==> src/rtl/squeeze_ctrl_if.sv <==
// Handshake bundle between the SHAKE squeeze controller, the permutation core and the output buffer.
interface squeeze_ctrl_if #(
    parameter int LEN_W = 32,
    parameter int CNT_W = 5
);
    logic             start;
    logic [LEN_W-1:0] output_len_words;
    logic             perm_start;
    logic             perm_done;
    logic             output_buffer_available_wr;
    logic             output_buffer_we;
    logic [CNT_W-1:0] block_words;
    logic             busy;
    logic             done;

    modport master (
        output start, output_len_words, perm_done, output_buffer_available_wr,
        input  perm_start, output_buffer_we, block_words, busy, done
    );

    modport slave (
        input  start, output_len_words, perm_done, output_buffer_available_wr,
        output perm_start, output_buffer_we, block_words, busy, done
    );
endinterface

==> src/rtl/squeeze_ctrl.sv <==
// SHAKE squeeze sequencer: hands rate blocks to the output buffer and requests
// further Keccak-f permutations until the requested number of words has been emitted.
module squeeze_ctrl #(
    parameter int RATE_WORDS = 17,
    parameter int LEN_W      = 32,
    parameter int CNT_W      = 5
) (
    input logic           clk,
    input logic           rst_n,
    squeeze_ctrl_if.slave bus
);
    typedef enum logic [2:0] {
        IDLE,
        WAIT_BUF,
        LOAD,
        PERM_REQ,
        PERM_WAIT,
        DONE
    } state_t;

    localparam logic [LEN_W-1:0] RATE_LEN = LEN_W'(RATE_WORDS);
    localparam logic [CNT_W-1:0] RATE_CNT = CNT_W'(RATE_WORDS);

    state_t           state;
    logic [LEN_W-1:0] remaining;
    logic [CNT_W-1:0] next_block;

    always_comb begin
        next_block = (remaining < RATE_LEN) ? remaining[CNT_W-1:0] : RATE_CNT;
    end

    // Outputs are registered alongside the state transition, so each one is
    // asserted exactly while the FSM sits in the state that owns it.
    always_ff @(posedge clk or negedge rst_n) begin
        if (!rst_n) begin
            state                <= IDLE;
            remaining            <= '0;
            bus.perm_start       <= 1'b0;
            bus.output_buffer_we <= 1'b0;
            bus.block_words      <= '0;
            bus.busy             <= 1'b0;
            bus.done             <= 1'b0;
        end else begin
            bus.perm_start       <= 1'b0;
            bus.output_buffer_we <= 1'b0;
            bus.block_words      <= '0;
            bus.done             <= 1'b0;
            case (state)
                IDLE: begin
                    if (bus.start) begin
                        remaining <= bus.output_len_words;
                        bus.busy  <= 1'b1;
                        if (bus.output_len_words == '0) begin
                            state    <= DONE;
                            bus.done <= 1'b1;
                        end else begin
                            state <= WAIT_BUF;
                        end
                    end
                end
                WAIT_BUF: begin
                    if (bus.output_buffer_available_wr) begin
                        state                <= LOAD;
                        bus.output_buffer_we <= 1'b1;
                        bus.block_words      <= next_block;
                    end
                end
                LOAD: begin
                    // remaining <= RATE_LEN here is the same test as "new remaining == 0"
                    remaining <= remaining - LEN_W'(bus.block_words);
                    if (remaining <= RATE_LEN) begin
                        state    <= DONE;
                        bus.done <= 1'b1;
                    end else begin
                        state          <= PERM_REQ;
                        bus.perm_start <= 1'b1;
                    end
                end
                PERM_REQ: begin
                    state <= PERM_WAIT;
                end
                PERM_WAIT: begin
                    if (bus.perm_done) begin
                        state <= WAIT_BUF;
                    end
                end
                DONE: begin
                    state    <= IDLE;
                    bus.busy <= 1'b0;
                end
                default: begin
                    state    <= IDLE;
                    bus.busy <= 1'b0;
                end
            endcase
        end
    end
endmodule

==> src/flat_wrapper.sv <==
// flat-port wrapper written by rule: the top's interface ports become plain ports
module squeeze_ctrl_flat 
#(
    parameter int RATE_WORDS = 17,
    parameter int LEN_W      = 32,
    parameter int CNT_W      = 5
)
  (clk, rst_n, bus_start, bus_output_len_words, bus_perm_done, bus_output_buffer_available_wr, bus_perm_start, bus_output_buffer_we, bus_block_words, bus_busy, bus_done);
  squeeze_ctrl_if #(.LEN_W(LEN_W), .CNT_W(CNT_W)) bus_i ();
  input logic clk;
  input logic rst_n;
  input wire logic [$bits(bus_i.start)-1:0] bus_start;
  input wire logic [$bits(bus_i.output_len_words)-1:0] bus_output_len_words;
  input wire logic [$bits(bus_i.perm_done)-1:0] bus_perm_done;
  input wire logic [$bits(bus_i.output_buffer_available_wr)-1:0] bus_output_buffer_available_wr;
  output wire logic [$bits(bus_i.perm_start)-1:0] bus_perm_start;
  output wire logic [$bits(bus_i.output_buffer_we)-1:0] bus_output_buffer_we;
  output wire logic [$bits(bus_i.block_words)-1:0] bus_block_words;
  output wire logic [$bits(bus_i.busy)-1:0] bus_busy;
  output wire logic [$bits(bus_i.done)-1:0] bus_done;
  assign bus_i.start = bus_start;
  assign bus_i.output_len_words = bus_output_len_words;
  assign bus_i.perm_done = bus_perm_done;
  assign bus_i.output_buffer_available_wr = bus_output_buffer_available_wr;
  assign bus_perm_start = bus_i.perm_start;
  assign bus_output_buffer_we = bus_i.output_buffer_we;
  assign bus_block_words = bus_i.block_words;
  assign bus_busy = bus_i.busy;
  assign bus_done = bus_i.done;
  squeeze_ctrl #(.RATE_WORDS(RATE_WORDS), .LEN_W(LEN_W), .CNT_W(CNT_W)) u_core (.clk(clk), .rst_n(rst_n), .bus(bus_i));
endmodule
==> config.mk <==
export PLATFORM = sky130hd
export DESIGN_NAME = squeeze_ctrl_flat
export DESIGN_NICKNAME = d
export VERILOG_FILES = /design/src/rtl/squeeze_ctrl_if.sv /design/src/rtl/squeeze_ctrl.sv /design/src/flat_wrapper.sv
export SDC_FILE = /design/constraint.sdc
export NUM_CORES = 1
export LEC_CHECK = 0
export ABC_CLOCK_PERIOD_IN_PS = 3300
export BUFFER_PORTS_ARGS = -buffer_cell sky130_fd_sc_hd__buf_2
export CORE_MARGIN = 3
export CORE_UTILIZATION = 27
export CTS_CLUSTER_DIAMETER = 100
export DETAILED_ROUTE_END_ITERATION = 7
export HOLD_SLACK_MARGIN = 0.12
export MAX_ROUTING_LAYER = met4
export SYNTH_ARGS = -nofsm -noshare
export SYNTH_HDL_FRONTEND = slang
export SYNTH_SLANG_ARGS = --single-unit
==> constraint.sdc <==
create_clock -name clk -period 3.3 [get_ports clk]
set_input_delay 0.825 -clock clk [delete_from_list [all_inputs] [get_ports clk]]
set_output_delay 0.825 -clock clk [all_outputs]
set_load 0.05 [all_outputs]
== After elaboration in Yosys (flattened, before gate mapping) ==
Index checks and enable logic that the tools add are counted.

* Register bits: 44
* Output and inout bits: 9
* Logic and storage cells: 46

* Multiplexer cells: 21
* Bitwise operators: 1
* Reductions and logical operators: 7
* $lt $le $gt $ge: 2
* $add $sub $neg: 1
* Equality and inequality tests: 7

{| class="wikitable"
|+ Operators by type and width
! kind !! number
|-
| one-hot mux 32 bit (2 select lines) || 1
|-
| <= comparator 32 x 5 -> 1 bit, second input constant || 1
|-
| logical NOT 32 bit || 1
|-
| less-than comparator 32 x 5 -> 1 bit, second input constant || 1
|-
| two-way mux 32 bit || 1
|-
| subtractor 32 x 5 -> 32 bit || 1
|-
| two-way mux 3 bit || 5
|-
| two-way mux 5 bit || 3
|-
| one-hot mux 3 bit (5 select lines) || 1
|-
| two-way mux 1 bit || 8
|-
| == test 3 x 2 -> 1 bit, second input constant || 2
|-
| != test 2 bit, second input constant || 3
|-
| one-hot mux 1 bit (2 select lines) || 2
|-
| AND reduction 2 bit || 2
|-
| OR reduction 4 bit || 1
|-
| == test 3 x 1 -> 1 bit, second input constant || 1
|-
| == test 3 bit, second input constant || 1
|-
| logical NOT 3 bit || 1
|-
| AND reduction 3 bit || 1
|-
| nonzero test 2 bit || 1
|-
| inverter 1 bit || 1
|}

== Depth between registers and ports, before layout ==
Gate-level depths: netlist (run 1).

* Depth after elaboration: 4
* Mapped depth: 10

== Worst setup path before layout (run 1) ==
OpenSTA, ideal clock, no wires.

* Kind: register -> register
* Start point: reg u_core.bus.block_words[0]
* End point: reg u_core.remaining[12]
* Buffers on the path: 1
* Data arrival time: 2.473 ns
* Slack: 0.701 ns
* Required time: 3.174 ns
* Stages on the path, launching flop included: 10
* Setup time: 0.126 ns
* Cell sequence: dfrtp_1 > ha_1 > inv_1 > fa_1 > a211oi_1 > o21ba_2 > and3_1 > buf_2 > a211oi_1 > a221o_1

* Cells in the longest elaborated chain, start to end: 2

{| class="wikitable"
|+ Ends and longest elaborated chain
! element !! line !! text
|-
| start: declaration || squeeze_ctrl_if.sv:23 || <nowiki>output perm_start, output_buffer_we, block_words, busy, done</nowiki>
|-
| start signal: assignment || squeeze_ctrl.sv:65 || <nowiki>bus.block_words <= next_block;</nowiki>
|-
| subtractor 32 x 5 -> 32 bit || squeeze_ctrl.sv:70 || <nowiki>remaining <= remaining - LEN_W'(bus.block_words);</nowiki>
|-
| one-hot mux 32 bit (2 select lines) || squeeze_ctrl.sv:48 || <nowiki>case (state)</nowiki>
|-
| end signal: assignment || squeeze_ctrl.sv:51 || <nowiki>remaining <= bus.output_len_words;</nowiki>
|-
| end signal: assignment || squeeze_ctrl.sv:70 ||
|-
| end: declaration || squeeze_ctrl.sv:25 || <nowiki>logic [LEN_W-1:0] remaining;</nowiki>
|}

Every way passes these cells.
A chain may end at the register's enable or synchronous reset.

== Worst setup path after layout (run 1) ==
* Start point: reg u_core.remaining[0]
* End point: reg u_core.remaining[12]

* Cells in the longest elaborated chain, start to end: 2

{| class="wikitable"
|+ Ends and longest elaborated chain
! element !! line
|-
| subtractor 32 x 5 -> 32 bit || squeeze_ctrl.sv:70
|-
| one-hot mux 32 bit (2 select lines) || squeeze_ctrl.sv:48
|}

Every way passes these cells.

==> results.md, run 1 <==
- Outcome: finished clean
- Primary FF master, synth: dfrtp_1
- Critical path's top delay family: compound AO/OA/AOI/OAI gates
- Crit share post-route: 0.809
- CP required: 3.50 ns
- GRT Overall Usage: 0.153
- Area Overhead vs Synth: 17.8%
- RD Place Congestion: around 0.9
- Die area: 0.0113 mm^2
- DRT Wirelength: 8.23 mm
- Hold buffer count at CTS: 0
- Buf+Inv Stages, Crit Path: 2
- Postcts setup bufs: 0
- DR iter-0 viols: 193
- Drt wl/cell: 17.1 um
- Worst Hold Class: flip-flop to flip-flop
- Nets: 394
- CTS max path bufs: 2
- Worst clock skew: 0.0186 ns
- Std-Cell Rows: 35
- Num ports: 46
- First-pass GRT wire length: 13.4 mm
- Crit. End Element: flip-flop
- DR vias/cell: 5.55
- Mapped cell area: 0.00271 mm^2
- Crit path DAT: 2.87 ns
- Post-Syn Area per Cell: around 8.7 um^2
- Largest net degree at the start of global routing: 45
- Die H: about 110 um
- CTS sink cnt: 44
- Antenna violations before repair: 0
- Crit path max fanout: 10
- Total power: 2.86 mW
- Critical Path Max Stage Delay: between 0.4 and 0.5 ns
- Synth area leaders: dfrtp_1 (41%), nor2_1 (5.5%), nor4_1 (4.4%)
- Final setup TNS: 0 ns
- Synth Net Count: 353
- # diodes: 0
- Clk slew on worst S/H paths: 0.10 ns
- Port bufs: 45
- Worst-margin pin slew: between 1 and 1.5 ns
- Slowest-stage cell, CP: fa_1
- CTS tree: yes
- DP HPWL: 5.95 mm
- Number of synthesized flops with an enable pin: 0
- Starting Density: 0.285
- Layout cells sized above 1: 0.190
- Placed cells: approximately 470
- Syn Inst Count: 310
- Normalized max-slew margin: 0.306
- # setup viols final: 0
- F_max: 375 MHz
- Top cell type's share of synthesized area: 0.406
- Synth unique cells: 55
- CP Cell Sequence: inv_1 > ha_1 > inv_1 > fa_1 > a211oi_1 > o21ba_2 > and3_1 > a211oi_1 > a221o_1
- Post-CTS sizing: 0
- Total number of vias: 2,671
- Dominant cell type by area after synthesis: dfrtp_1
- CTS root buf: clkbuf_8
- Gr ovfl total: 0
- Leakage: 1.32 nW
- Top cells by count, synth: dfrtp_1 (44), nor2_1 (40), nand2_1 (21)
- Final hold viol count: 0
- Min cycle time layout: around 2.7 ns
- Post-synth ARST share: 1.00
- DRC errors left: 0
- ANT nets after route: 0
- RSZ-0062 raised after global routing: false
- Power Density: between 800 and 900 mW/mm^2
- Cell with the most instances after synthesis: dfrtp_1
- Critical path startpoint category: flip-flop
- Post-Layout Cell Count: 481
- Seq/Total Area, Yosys: 0.406
- First-pass DRT Iterations: 5
- Syn. warnings: 0
- CORE AREA: 0.00950 mm^2
- MaxCap Viol Count: 0
- H-tree Lvls: 2
- Vias in the first global route: approximately 2,600
- Worst skew pair latency: about 0.31 ns
- Final max-slew violation count: 0
- Yosys reg bits: 44
- Max rail drop VDD: 0.372 mV
- Crit Path Class: flip-flop to flip-flop
- DIE WIDTH: 106 um
- Num CTS Buffers: 5
-- placed cells by master, fill, tap and decap left out, types with 5 or more instances in the layout --
| cell type | instances |
|---|---|
| nand3_1 | 9 |
| nor3_1 | 17 |
| clkbuf_8 | 5 |
| nand2_1 | 21 |
| a31oi_1 | 5 |
| nor4_1 | 19 |
| a21oi_1 | 10 |
| dfrtp_1 | 44 |
| ha_1 | 5 |
| a311oi_1 | 11 |
| a211oi_1 | 11 |
| a21o_1 | 5 |
| nand4_1 | 6 |
| o21ai_0 | 12 |
| a221o_1 | 6 |
| buf_2 | 45 |
| inv_1 | 14 |
| nor2_1 | 40 |
-- path summary, 6_finish.rpt --
| check | startpoint | to | slack (ns) | depth (start not counted) |
|---|---|---|---|---|
| worst max-delay path | u_core.remaining[0] | u_core.remaining[12] | 0.63 | 9 |
| worst min-delay path | u_core.bus.busy | u_core.bus.busy | 0.51 | 2 |
| worst max register to register | u_core.remaining[0] | u_core.remaining[12] | 0.63 | 9 |
| worst min register to register | u_core.bus.busy | u_core.bus.busy | 0.51 | 2 |
| max in group asynchronous | rst_n | u_core.remaining[9] | 1.96 | 1 |
| min in group asynchronous | rst_n | u_core.bus.block_words[3] | 0.67 | 1 |
-- per-layer routing --
| metal | track usage | part of all wire |
|---|---|---|
| met1 | 0.203 | 0.46 |
| met2 | 0.236 | 0.47 |
| met3 | 0.0200 | 0.044 |
| met4 | 0.0601 | 0.023 |
| met5 | - | 0 |
-- where the power goes --
group / internal [mW] / switching, mW
registers: 0.770 / 0.300
logic: 0.505 / 0.840
clock network: 0.228 / 0.215
total: 1.50 / 1.35
-- cell families after synthesis --
family / after synthesis / synth area share
xor+xnor: 2 / 0.00646
compound gates: 83 / 0.222
mux: 2 / 0.00739
fa+ha+maj: 6 / 0.0305
flops: 44 / 0.406
simple gates: 144 / 0.287
buf+inv: 29 / 0.0411
-- state kept, by name, summed over array words and instances, names as in the netlist --
| name | cells |
|---|---|
| u_core.bus.block_words | 5 |
| u_core.bus.output_buffer_we | 1 |
| u_core.remaining | 32 |
| u_core.bus.done | 1 |
| u_core.state | 3 |
| u_core.bus.busy | 1 |
| u_core.bus.perm_start | 1 |
-- stage by stage --
stage	util	hold slack (ns)	instance area [um^2]	setup slack, ns
floorplan	-	0.466	2710	0.701
global placement	0.324	0.484	3080	0.784
detailed placement	0.324	0.504	3080	0.717
CTS	0.336	0.523	3190	0.638
global route	0.336	0.562	3190	0.423
finish	0.336	0.515	3190	0.631
-- layout make-up --
| class | count | area, um^2 |
|---|---|---|
| Fill cell | 1023 | 6310 |
| Multi-Input combinational cell | 237 | 1510 |
| Sequential cell | 44 | 1100 |
| Timing Repair Buffer | 49 | 255 |
| Tap cell | 129 | 161 |
| Clock buffer | 5 | 68.8 |
| Inverter | 14 | 52.6 |
| Clock inverter | 3 | 46.3 |
-- worst register-to-register path, delay by kind of cell, from the launching register on --
kind            cells  cell delay [ns]
compound gates      4             1.05
fa+ha+maj           2             0.60
buf+inv             2             0.16
flops               1             0.38
simple gates        1             0.37
Power figures use the tool's default switching activity.
==> inputs of run 2 (changes only) <==
--- a/config.mk
+++ b/config.mk
@@ -5,7 +5,7 @@
 export SDC_FILE = /design/constraint.sdc
 export NUM_CORES = 1
 export LEC_CHECK = 0
-export ABC_CLOCK_PERIOD_IN_PS = 3300
+export ABC_CLOCK_PERIOD_IN_PS = 2650
 export BUFFER_PORTS_ARGS = -buffer_cell sky130_fd_sc_hd__buf_2
 export CORE_MARGIN = 3
 export CORE_UTILIZATION = 27
==> constraint.sdc (replaced) <==
create_clock -name clk -period 2.65 [get_ports clk]
set_input_delay 0.6625 -clock clk [delete_from_list [all_inputs] [get_ports clk]]
set_output_delay 0.6625 -clock clk [all_outputs]
set_load 0.05 [all_outputs]
==> run 2 against run 1 <==
Net effect: clock skew down 0.012 ns; flip-flop and latch count unchanged; first-iteration DRC count decreased by 8.8%; largest power group unchanged; via count is 0.11% higher; critical endpoint is now u_core.remaining[24]; cell area increased by 1.7%.
==> results.md, run 2 (synthesis gave the netlist of run 1 again) <==
- Std-Cell Rows: 35 (unchanged)
- Die area: 0.0113 mm^2 (unchanged)
- Critical path startpoint category: flip-flop
- Gate power share: 0.471 (about the same)
- Total number of vias: 2,674 (+0.11%)
- CP most frequent cell: inv_1
- Sw frac: 0.470 (-0.00378)
- First-pass DRT Iterations: 6 (+1)
- DRT Wirelength: 8.15 mm (-0.92%)
- Clk slew on worst S/H paths: 0.09 ns (about the same)
- Critical Path Max Stage Delay: 0.41 ns (about the same)
- CTS root buf: clkbuf_8
- Area Overhead vs Synth: 19.8%
- DR iter-0 viols: 176 (-8.8%)
- Fillcell total: 985 (-3.7%)
- Drt wl/cell: 16.7 um (-2.3%)
- DIE WIDTH: 106 um (unchanged)
- Final hold viol count: 0 (unchanged)
- Max FFs per register: 32 (unchanged)
- Min Hold Slack: 0.418 ns (-0.0971 ns)
- Crit path max fanout: 4 (-6)
- CTS tree: yes
- Min cycle time layout: 2.46 ns (-0.209 ns)
- CTS max path bufs: 2 (unchanged)
- Crit path DAT: 2.67 ns (-0.20 ns)
- Gr ovfl total: 0 (unchanged)
- First-pass GRT wire length: 13.1 mm (-1.9%)
- Largest Register: u_core.remaining
- # setup viols final: 0 (unchanged)
- Num CTS Buffers: 5 (unchanged)
- Layout cells sized above 1: 0.209 (+0.0186)
- Final setup TNS: 0 ns (unchanged)
- Reg-to-Reg End: u_core.remaining[24]
- H-tree Lvls: 2 (unchanged)
- Leakage: 1.36 nW (+2.6%)
- Critical path's top delay family: compound AO/OA/AOI/OAI gates
- CORE AREA: 0.00950 mm^2 (unchanged)
- Max rail drop VDD: 0.339 mV (-8.9%)
- Starting Density: 0.285 (unchanged)
- DR vias/cell: 5.48 (-1.3%)
- Buf+Inv Stages, Crit Path: 2 (unchanged)
- Outcome: finished clean
- Clock power share: 0.154 (about the same)
- F_max: 406 MHz (+8.5%)
- Worst-margin pin slew: 0.583 ns (-0.458 ns)
- MaxCap Viol Count: 0 (unchanged)
- Die H: 106 um (unchanged)
- CP Cell Sequence: inv_1 > ha_1 > inv_1 > fa_1 > a211oi_1 > o21bai_1 > nor4_1 > o21ai_0 > a221oi_1
- Area taken by multi-input logic gates: 0.00151 mm^2 (about the same)
- Largest net degree at the start of global routing: 45 (unchanged)
- ANT nets after route: 0 (unchanged)
- CTS sink cnt: 44 (unchanged)
- Postcts setup bufs: 0 (unchanged)
- Reg2Reg Setup Slack: 0.19 ns (-0.44 ns)
- Final max-slew violation count: 0 (unchanged)
- Crit. End Element: flip-flop
- Register area: 0.00110 mm^2 (unchanged)
- NetSw: 1.68 mW (+24%)
- Normalized max-slew margin: 0.611 (+0.305)
- Hold buffer count at CTS: 0 (unchanged)
- RSZ-0062 raised after global routing: false
- Power Density: 1100 mW/mm^2 (+23%)
- DRC errors left: 0 (unchanged)
- DP HPWL: 6.09 mm (+2.4%)
- Worst Hold Class: input pin to async pin
- Worst clock skew: 0.00628 ns (-0.0123 ns)
- Worst skew pair latency: 0.31 ns (about the same)
- Antenna violations before repair: 0 (unchanged)
- Top Registers: u_core.remaining (32), u_core.bus.block_words (5), u_core.state (3)
- Port bufs: 45 (unchanged)
- GRT Overall Usage: 0.149 (-0.00317)
- Final core utilization: 0.342 (+0.00566)
- Crit share post-route: 0.928 (+0.120)
- R2R depth: 9 (unchanged)
- FF-to-FF Start: u_core.remaining[0]
- Sequential fraction of design power: 0.375 (about the same)
- RD Place Congestion: 0.881 (+0.52%)
- Crit Path Class: flip-flop to flip-flop
- Internal: 1.89 mW (+26%)
- Most frequent cells in the layout: buf_2 (45), dfrtp_1 (44), nor2_1 (40), nand2_1 (21), nor4_1 (19)
- # diodes: 0 (unchanged)
- CP required: 2.86 ns (-0.64 ns)
- Slowest-stage cell, CP: fa_1
- Num ports: 46 (unchanged)
- Nets: 401 (+1.8%)
- Most common cell after layout, fill and taps aside: buf_2
- Vias in the first global route: 2,583 (-0.62%)
-- run 2: cell count changes in the layout (fill, tap and decap cells not counted), sizes merged --
cell,change
buf,+7
-- run 2: cell type report --
class	instances	share of cell area
Inverter	14	0.0162
Clock inverter	3	0.0143
Tap cell	129	0.0497
Multi-Input combinational cell	237	0.465
Timing Repair Buffer	56	0.0948
Clock buffer	5	0.0212
Sequential cell	44	0.339
-- run 2: worst reg2reg max path, cell delays in order (launching register included) --
cell,delay (ns)
dfrtp_1,0.38
inv_1,0.09
ha_1,0.17
inv_1,0.06
fa_1,0.41
a211oi_1,0.33
o21bai_1,0.23
nor4_1,0.31
o21ai_0,0.12
a221oi_1,0.24
-- run 2: worst max-delay path by stage --
stage                            to                 startpoint  cells after the start  slack [ns]
2_1_floorplan  u_core.remaining[12]  u_core.bus.block_words[0]                      9        0.05
3_3_place_gp   u_core.remaining[16]        u_core.remaining[0]                      9        0.22
3_5_place_dp   u_core.remaining[16]        u_core.remaining[0]                      9        0.17
4_1_cts        u_core.remaining[10]        u_core.remaining[0]                      9        0.14
5_1_grt        u_core.remaining[20]        u_core.remaining[0]                     10        0.02
6_report       u_core.remaining[24]        u_core.remaining[0]                      9        0.19
-- run 2: per-layer routing --
metal  share of wire  global-route usage
met1            0.45               0.190
met2            0.49               0.237
met3           0.041              0.0255
met4           0.021              0.0592
met5               0                   -
-- run 2: power groups by stage --
stage / clock network (mW) / logic, mW / registers, mW
finish: 0.549 / 1.68 / 1.34
global route: 0.580 / 1.88 / 1.39
floorplan: 0 / 1.17 / 1.31
global placement: 0 / 1.65 / 1.33
CTS: 0.565 / 1.68 / 1.33
detailed placement: 0 / 1.68 / 1.34
-- run 2: timing repair --
item,CTS,global route
hold endpoints to repair,0,0
endpoints found under the setup margin,0,5
gates resized for setup,0,1
-- run 2: metrics by stage --
step | instances | total power, mW | instance area [um^2] | worst slack, ns
after floorplan | 310 | 2.48 | 2710 | 0.0507
after global placement | 480 | 2.97 | 3130 | 0.221
after detailed placement | 480 | 3.02 | 3130 | 0.168
after CTS | 488 | 3.57 | 3240 | 0.139
after global routing | 488 | 3.85 | 3250 | 0.0169
final | 488 | 3.57 | 3250 | 0.190
==> inputs of run 3 (changes only) <==
--- a/config.mk
+++ b/config.mk
@@ -7,7 +7,7 @@
 export LEC_CHECK = 0
 export ABC_CLOCK_PERIOD_IN_PS = 2650
 export BUFFER_PORTS_ARGS = -buffer_cell sky130_fd_sc_hd__buf_2
-export CORE_MARGIN = 3
+export CORE_MARGIN = 1
 export CORE_UTILIZATION = 27
 export CTS_CLUSTER_DIAMETER = 100
 export DETAILED_ROUTE_END_ITERATION = 7
==> constraint.sdc (replaced) <==
create_clock -name clk -period 2.65 [get_ports clk]
set_input_delay 0.1325 -clock clk [delete_from_list [all_inputs] [get_ports clk]]
set_output_delay 0.1325 -clock clk [all_outputs]
set_load 0.05 [all_outputs]
==> run 3 against run 2 <==
Net effect: fmax shrank 0.47%; global-route usage grew 2.2 points; sequential power is essentially flat; register-to-register slack is essentially flat; die area shrank 7.4%; cell area grew 3.8%; largest cell class unchanged; total power is essentially flat; combinational power grew 2%; highest routed layer unchanged; sequential share of layout area shrank 1.2 points.
==> results.md, run 3 (synthesis gave the netlist of run 1 again) <==
- Crit share post-route: 0.933 (+0.00437)
- Outcome: finished clean
- CP required: 2.84 ns (-0.02 ns)
- Crit. path cell count: 9 (unchanged)
- Die H: 102 um (-3.8%)
- Antenna violations before repair: 0 (unchanged)
- DR vias/cell: 5.39 (-1.7%)
- Buf+Inv Stages, Crit Path: 2 (unchanged)
- Num CTS Buffers: 5 (unchanged)
- Top Registers: u_core.remaining (32), u_core.bus.block_words (5), u_core.state (3)
- Max rail drop VDD: 0.332 mV (-2.0%)
- Gr ovfl total: 0 (unchanged)
- Drt wl/cell: 16.1 um (-3.9%)
- Final setup TNS: 0 ns (unchanged)
- Worst skew pair latency: 0.30 ns (about the same)
- Postcts setup bufs: 0 (unchanged)
- CP Cell Sequence: inv_1 > ha_1 > inv_1 > fa_1 > a211oi_2 > o21ba_2 > and3_1 > a211oi_1 > a221o_1
- CP most frequent cell: inv_1
- DIE WIDTH: 102 um (-3.8%)
- RSZ-0062 raised after global routing: false
- DRC errors left: 0 (unchanged)
- Max FFs per register: 32 (unchanged)
- Reg2Reg Setup Slack: 0.18 ns (about the same)
- FF-to-FF Start: u_core.remaining[0]
- F_max: 405 MHz (-0.47%)
- ANT nets after route: 0 (unchanged)
- Num ports: 46 (unchanged)
- Port bufs: 45 (unchanged)
- Starting Density: 0.279 (-0.00664)
- Crit Path Class: flip-flop to flip-flop
- Reg-to-Reg End: u_core.remaining[12]
- Nets: 412 (+2.7%)
- Total number of vias: 2,709 (+1.3%)
- R2R depth: 9 (unchanged)
- # setup viols final: 0 (unchanged)
- # diodes: 0 (unchanged)
- DR iter-0 viols: 241 (+37%)
- Worst clock skew: 0.00759 ns (+0.00131 ns)
- DRT Wirelength: 8.08 mm (-0.97%)
- Area Overhead vs Synth: 24.3%
- Std-Cell Rows: 36 (+2.9%)
- CTS root buf: clkbuf_8
- Crit path capture: u_core.remaining[12]
- Slowest-stage cell, CP: fa_1
- CORE AREA: 0.00973 mm^2 (+2.4%)
- Critical path startpoint category: flip-flop
- MaxCap Viol Count: 0 (unchanged)
- Clk slew on worst S/H paths: 0.09 ns (about the same)
- GRT Overall Usage: 0.172 (+0.0224)
- Worst-margin pin slew: 1.04 ns (+0.455 ns)
- Final max-slew violation count: 0 (unchanged)
- First-pass DRT Iterations: 4 (-2)
- Power Density: 1060 mW/mm^2 (-3.7%)
- Critical path's top delay family: compound AO/OA/AOI/OAI gates
- Largest net degree at the start of global routing: 45 (unchanged)
- Min cycle time layout: 2.47 ns (+0.0116 ns)
- First-pass GRT wire length: 13.4 mm (+2.1%)
- Crit path DAT: 2.66 ns (about the same)
- CTS sink cnt: 44 (unchanged)
- CTS tree: yes
- Min Hold Slack: 0.128 ns (-0.289 ns)
- Vias in the first global route: 2,641 (+2.2%)
- Normalized max-slew margin: 0.308 (-0.303)
- Leakage: 1.40 nW (+3.3%)
- Worst Hold Class: input pin to flip-flop
- Crit. End Element: flip-flop
- RD Place Congestion: 0.870 (-1.2%)
- Critical Path Max Stage Delay: 0.44 ns (+0.03 ns)
- Most common cell after layout, fill and taps aside: buf_2
- H-tree Lvls: 2 (unchanged)
- Final hold viol count: 0 (unchanged)
- Die area: 0.0104 mm^2 (-7.4%)
- Crit path max fanout: 7 (+3)
- Layout cells sized above 1: 0.195 (-0.0143)
- CTS max path bufs: 2 (unchanged)
- DP HPWL: 5.86 mm (-3.8%)
- Most frequent cells in the layout: buf_2 (45), dfrtp_1 (44), nor2_1 (40), nand2_1 (21), nor4_1 (19)
- Largest Register: u_core.remaining
- CP startpoint: u_core.remaining[0]
[run 3: where the power goes]
part           total, mW  leakage [nW]  switching [mW]  internal (mW)
logic               1.72         0.822            1.05          0.666
registers           1.33         0.525           0.371          0.960
clock network      0.522        0.0552           0.242          0.280
total               3.57          1.40            1.67           1.91
[run 3: worst min-delay path by stage]
stage                           endpoint  cells past startpoint                     start
2_1_floorplan  u_core.bus.block_words[0]                      0                     rst_n
3_3_place_gp         u_core.remaining[1]                      3   bus_output_len_words[1]
3_5_place_dp        u_core.remaining[15]                      1                     rst_n
4_1_cts             u_core.remaining[17]                      3  bus_output_len_words[17]
5_1_grt             u_core.remaining[13]                      3  bus_output_len_words[13]
6_report            u_core.remaining[17]                      3  bus_output_len_words[17]
[run 3: timing repair]
| action | CTS | global route |
|---|---|---|
| hold endpoints to repair | 57 | 0 |
| setup endpoints to repair | 0 | 10 |
| gates resized for setup | 0 | 2 |
| hold buffers | 14 | 0 |
[run 3: through the flow]
stage / worst slack (ns) / cell area (um^2) / util / instances / total power, mW
2_1_floorplan: 0.0507 / 2710 / - / 310 / 2.48
6_report: 0.178 / 3370 / 0.346 / 503 / 3.57
3_3_place_gp: 0.190 / 3110 / 0.320 / 481 / 2.98
4_1_cts: 0.0526 / 3360 / 0.345 / 503 / 3.55
5_1_grt: 0.0243 / 3370 / 0.346 / 503 / 3.84
3_5_place_dp: 0.0944 / 3110 / 0.320 / 481 / 3.01
[run 3: layout make-up]
type | instances | area [um^2]
timing repair buffer | 67 | 425
fill | 1052 | 6360
clock buffer | 6 | 72.6
sequential | 44 | 1100
clock inverter | 2 | 35.0
inverter | 14 | 52.6
tap | 133 | 166
multi-input combinational | 237 | 1520
[run 3: tightest hold or removal path, stage by stage]
cell	delay (ns)
buf_2	0.12
nor2_1	0.09
a311oi_1	0.05
[run 3: routing by layer]
| layer | global-route usage | part of all wire | vias up |
|---|---|---|---|
| met4 | 0.0681 | 0.023 | 0 |
| met5 | - | 0 | - |
| li1 | - | - | 1313 |
| met1 | 0.215 | 0.44 | 1315 |
| met3 | 0.0239 | 0.042 | 14 |
| met2 | 0.280 | 0.50 | 67 |
